==> src/rtl/debounce_pkg.sv <==
// Shared definitions for the button debouncer and its interval timer.
package debounce_pkg;

  // Default debounce interval: 10 ms at 100 MHz.
  localparam int unsigned DEBOUNCE_COUNT_MAX = 1_000_000;

  // Width needed to hold values 0..count_max inclusive.
  function automatic int unsigned cnt_width(input int unsigned count_max);
    return $clog2(count_max + 1);
  endfunction

  // Debouncer FSM state encoding, shared with the debouncer block.
  typedef enum logic [1:0] {
    DB_WAIT    = 2'd0,
    DB_PRESS   = 2'd1,
    DB_RELEASE = 2'd2
  } db_state_e;

endpackage

==> src/rtl/t_counter.sv <==
// Debounce interval timer: counts cycles while clear is low, raises and
// holds done once COUNT_MAX cycles have elapsed, restarts on clear.
module t_counter
  import debounce_pkg::*;
#(
  parameter int unsigned COUNT_MAX = DEBOUNCE_COUNT_MAX
) (
  input  logic clk,
  input  logic rst_l,
  input  logic clear,
  output logic done
);

  localparam int unsigned    CNT_W   = cnt_width(COUNT_MAX);
  localparam logic [CNT_W-1:0] CNT_TOP = CNT_W'(COUNT_MAX);

  logic [CNT_W-1:0] count;
  logic [CNT_W-1:0] count_inc_c;

  // Next count value; only used while count is below the top, so it never wraps.
  assign count_inc_c = count + CNT_W'(1);

  // Counter and done flag: reset beats clear, clear beats counting, saturate at top.
  always_ff @(posedge clk) begin
    if (!rst_l) begin
      count <= '0;
      done  <= 1'b0;
    end else if (clear) begin
      count <= '0;
      done  <= 1'b0;
    end else if (count < CNT_TOP) begin
      count <= count_inc_c;
      done  <= (count_inc_c == CNT_TOP);
    end
  end

`ifndef SYNTHESIS
  // done is only ever high with the counter parked at the top.
  a_done_at_top : assert property (@(posedge clk) done |-> (count == CNT_TOP));

  // The counter saturates and never exceeds the top.
  a_no_overrun : assert property (@(posedge clk) count <= CNT_TOP);

  // done only drops because reset or clear was sampled on the previous edge.
  a_done_fall : assert property (@(posedge clk) $fell(done) |-> $past(!rst_l || clear));
`endif

endmodule

==> config.mk <==
export PLATFORM = sky130hd
export DESIGN_NAME = t_counter
export DESIGN_NICKNAME = d
export VERILOG_FILES = /design/src/rtl/debounce_pkg.sv /design/src/rtl/t_counter.sv
export SDC_FILE = /design/constraint.sdc
export NUM_CORES = 1
export LEC_CHECK = 0
export ABC_AREA = 1
export ABC_CLOCK_PERIOD_IN_PS = 1650
export CORE_ASPECT_RATIO = 0.9
export CORE_UTILIZATION = 54
export CTS_CLUSTER_DIAMETER = 30
export DETAILED_ROUTE_END_ITERATION = 8
export PLACE_DENSITY = 0.81
export RECOVER_POWER = 25
export SLEW_MARGIN = 20
export SYNTH_ARGS = -nofsm -noshare
export SYNTH_HDL_FRONTEND = slang
export SYNTH_SLANG_ARGS = --single-unit
export TNS_END_PERCENT = 50
==> constraint.sdc <==
create_clock -name clk -period 1.65 [get_ports clk]
set_clock_uncertainty 0.1 [all_clocks]
set_input_delay 0.4125 -clock clk [delete_from_list [all_inputs] [get_ports clk]]
set_output_delay 0.4125 -clock clk [all_outputs]
set_load 0.05 [all_outputs]
==> results_dict.tcl, run 1 <==
set metrics [dict create \
    synth_seq_cells 21 \
    syn_to_final_growth_pct 25.4 \
    synth_nets 223 \
    max_cap_viol_count 0 \
    wl_per_cell_um 12.8 \
    slew_headroom 0.819 \
    synth_cell_types 27 \
    vdd_drop_max_v 0.000464 \
    syn_avg_cell_area_um2 6.35 \
    worst_pin_slew_ns 0.273 \
    h-tree-depth 1 \
    endpoint_kind "flop" \
    synth_xor_area_frac 0.0316 \
    min_from "count[19]" \
    synth.area.mux_share 0 \
    fp-row-count 17 \
    setup_viol 1 \
    grt_pass1_wl_um 5400 \
    layout-drive-gt1-share 0.291 \
    root_buffer "clkbuf_4" \
    violations "negative setup slack" \
    seq_area_frac_synth 0.304 \
    cp_num_buf_inv 2 \
    dr_wl_met2_um 1620 \
    crit_chain "buf_6 > nand2_4 > nor2_4 > nand2_2 > buf_4 > nand2_1 > nand2_1 > nand2_1 > nor2_1 > nand2_1 > nor2_2 > nand3_2 > a21oi_2" \
    drt-initial-drc-count 64 \
    start_util 0.566 \
    hp-class "reg2reg" \
    dr_total_vias 1472 \
    dieArea_mm2 0.00277 \
    critical-path-top-delay-family "simple AND/OR/NAND/NOR gates" \
    ant_nets 0 \
    dpl.hpwl_um 2560 \
    reg2reg_from "count[1]" \
    maxUsedRoutingLayer "met4" \
    synth_top_area_share 0.304 \
    synth_compound_area_frac 0.132 \
    p_leak_nw 0.681 \
    met1_length_um 1670 \
    crit_path_frequent_cell "nand2_1" \
    synth_top_area_cell "dfxtp_1" \
    clkLatencyLatePin_ns 0.32 \
    criticalPathCategory "reg2reg" \
    holdBufCountCts 0 \
    viasPerCell 5.35 \
    cp-startpoint "count[1]" \
    synthAdderAreaFrac 0.0181 \
    dp_slack_ns -0.0444 \
    fp.dieH_um 50.0 \
    instances_no_fill 275 \
    clockBufferDepth 2 \
    hold_slack_ns 0.389 \
    power.density_mw_per_mm2 464 \
    cp.arrival_ns 1.79 \
    hold_viol 0 \
    numPortBuffers 3 \
    clkSlewWorstSetupHoldPaths_ns 0.13 \
    final-max-slew-violation-count 0 \
    io_pins 4 \
    syn_inst 218 \
    synthTopCellsByArea "dfxtp_1, nand2_1, nor2_1, inv_1, o21ai_0" \
    rsz0062_at_grt "yes" \
    slowest_stage "dfxtp_4" \
    globalRouteTotalUtil 0.247 \
    fp.dieW_um 55.4 \
    dr_wl_met3_um 200 \
    gp_congestion 0.922 \
    antenna_cells 0 \
    worst-path-max-fanout 7 \
    antenna_found_initial 0 \
    grt_pass1_vias 1251 \
    worst_slack_ns -0.0140 \
    fmax_ghz 0.601 \
    placedCellCount 270 \
    synth_top_family_by_area "simple AND/OR/NAND/NOR gates" \
    period_minus_slack_ns 1.66 \
    status "finished with violations" \
    final.period_utilization 1.01 \
    cp.required_ns 1.78 \
    routed_wl_um 3520 \
    cts_tree "done" \
    r2r_slack_ns -0.01 \
    grt_max_degree 22 \
    slowest_delay_ns 0.38 \
    final_nets 253 \
    utilization 0.709 \
    netlist_area_mm2 0.00138 \
    yosys_warnings 0 \
    core_mm2 0.00245 \
    drc 0 \
    start_kind "flop" \
    grt.overflow.total 0 \
    dr.pass1.iters 4 \
    synth_simple_gate_area_share 0.423 \
    cts_buffers 3 \
    cts.sinks 21 \
]
## synth_stat cells
| library cell | number |
|---|---|
| a211oi_1 | 3 |
| a21oi_1 | 13 |
| a21oi_2 | 1 |
| a31oi_1 | 1 |
| buf_2 | 2 |
| buf_6 | 1 |
| clkbuf_1 | 1 |
| clkinv_1 | 1 |
| dfxtp_1 | 21 |
| ha_1 | 2 |
| inv_1 | 25 |
| inv_2 | 1 |
| nand2_1 | 57 |
| nand2_2 | 3 |
| nand2_4 | 1 |
| nand3_1 | 11 |
| nand3_2 | 3 |
| nand3b_1 | 1 |
| nand4_1 | 7 |
| nor2_1 | 30 |
| nor2_2 | 6 |
| nor2_4 | 4 |
| nor3_1 | 2 |
| o21ai_0 | 15 |
| o21ai_1 | 1 |
| xnor2_1 | 1 |
| xor2_1 | 4 |
## worst paths after layout
kind | endpoint | cells past startpoint
max | done | 13
min | count[19] | 2
max reg2reg | done | 13
min reg2reg | count[19] | 2
## worst min-delay path, cell delays in order, from the launching register on
cell,delay (ns)
dfxtp_2,0.35
inv_1,0.06
a21oi_1,0.06
## power breakdown
group	leakage (nW)	total (mW)	internal, mW	switching, mW
clock	0.0150	0.258	0.0945	0.164
sequential	0.176	0.508	0.505	0.00267
combinational	0.490	0.0392	0.0191	0.0201
## layer usage
layer / track usage / up-vias
met5: 0 / -
met4: 0.0583 / 0
met3: 0.0551 / 6
met2: 0.404 / 35
met1: 0.332 / 670
li1: - / 761
## logic make-up after synthesis
group | after synthesis
xor+xnor | 5
compound gates | 34
buf+inv | 31
simple gates | 125
flops | 21
fa+ha+maj | 2
## state kept, by name, summed over array words and instances (netlist names)
| signal | count |
|---|---|
| count | 20 |
| done | 1 |
## final cells by class
cell class / instances / area [µm²]
Multi-Input combinational cell: 166 / 902
Fill cell: 201 / 711
Sequential cell: 21 / 443
Timing Repair Buffer: 29 / 228
Inverter: 27 / 101
Tap cell: 28 / 35.0
Clock buffer: 4 / 26.3
## metrics by stage
step           area, µm²  TNS, ns  power [mW]
3_3_place_gp        1620  -0.0391       0.557
6_report            1740  -0.0140       0.805
5_1_grt             1740   -0.154       0.839
4_1_cts             1670  -0.0208       0.814
2_1_floorplan       1390        0       0.538
3_5_place_dp        1620   -0.156       0.558
## placed cells by master (no fill, tap or decap)
cell type / count
clkinv_1: 1
a21oi_1: 12
a21oi_2: 2
nand3_4: 1
nor2_2: 7
nand3b_1: 1
clkbuf_4: 3
nor3_2: 2
buf_6: 2
dfxtp_4: 3
nor2_1: 28
o21ai_1: 3
dfxtp_1: 9
ha_1: 1
clkbuf_2: 1
buf_4: 24
dfxtp_2: 9
nor2_4: 5
nand3_1: 11
o21ai_2: 1
nand3_2: 2
nand2_1: 55
inv_2: 2
nand2_2: 4
a211oi_1: 3
xnor2_2: 1
clkbuf_1: 1
xor2_1: 4
ha_4: 1
nand2_4: 2
o21ai_0: 12
nand4_1: 7
clkdlybuf4s50_1: 2
a31oi_1: 1
inv_1: 24
## timing repair
action | CTS | global route
gates resized for setup | 6 | 27
buffers inserted | 0 | 1
pin swaps | 2 | 6
setup endpoints to repair | 1 | 19
No activity file was read; power rests on OpenSTA's default activity.
==> run 2, diff against run 1 <==
--- a/config.mk
+++ b/config.mk
@@ -10,6 +10,7 @@
 export CORE_ASPECT_RATIO = 0.9
 export CORE_UTILIZATION = 54
 export CTS_CLUSTER_DIAMETER = 30
+export CTS_CLUSTER_SIZE = 24
 export DETAILED_ROUTE_END_ITERATION = 8
 export PLACE_DENSITY = 0.81
 export RECOVER_POWER = 25
==> results of run 2 <==
No change in the layout: final DEF, timing and power equal those of run 1.
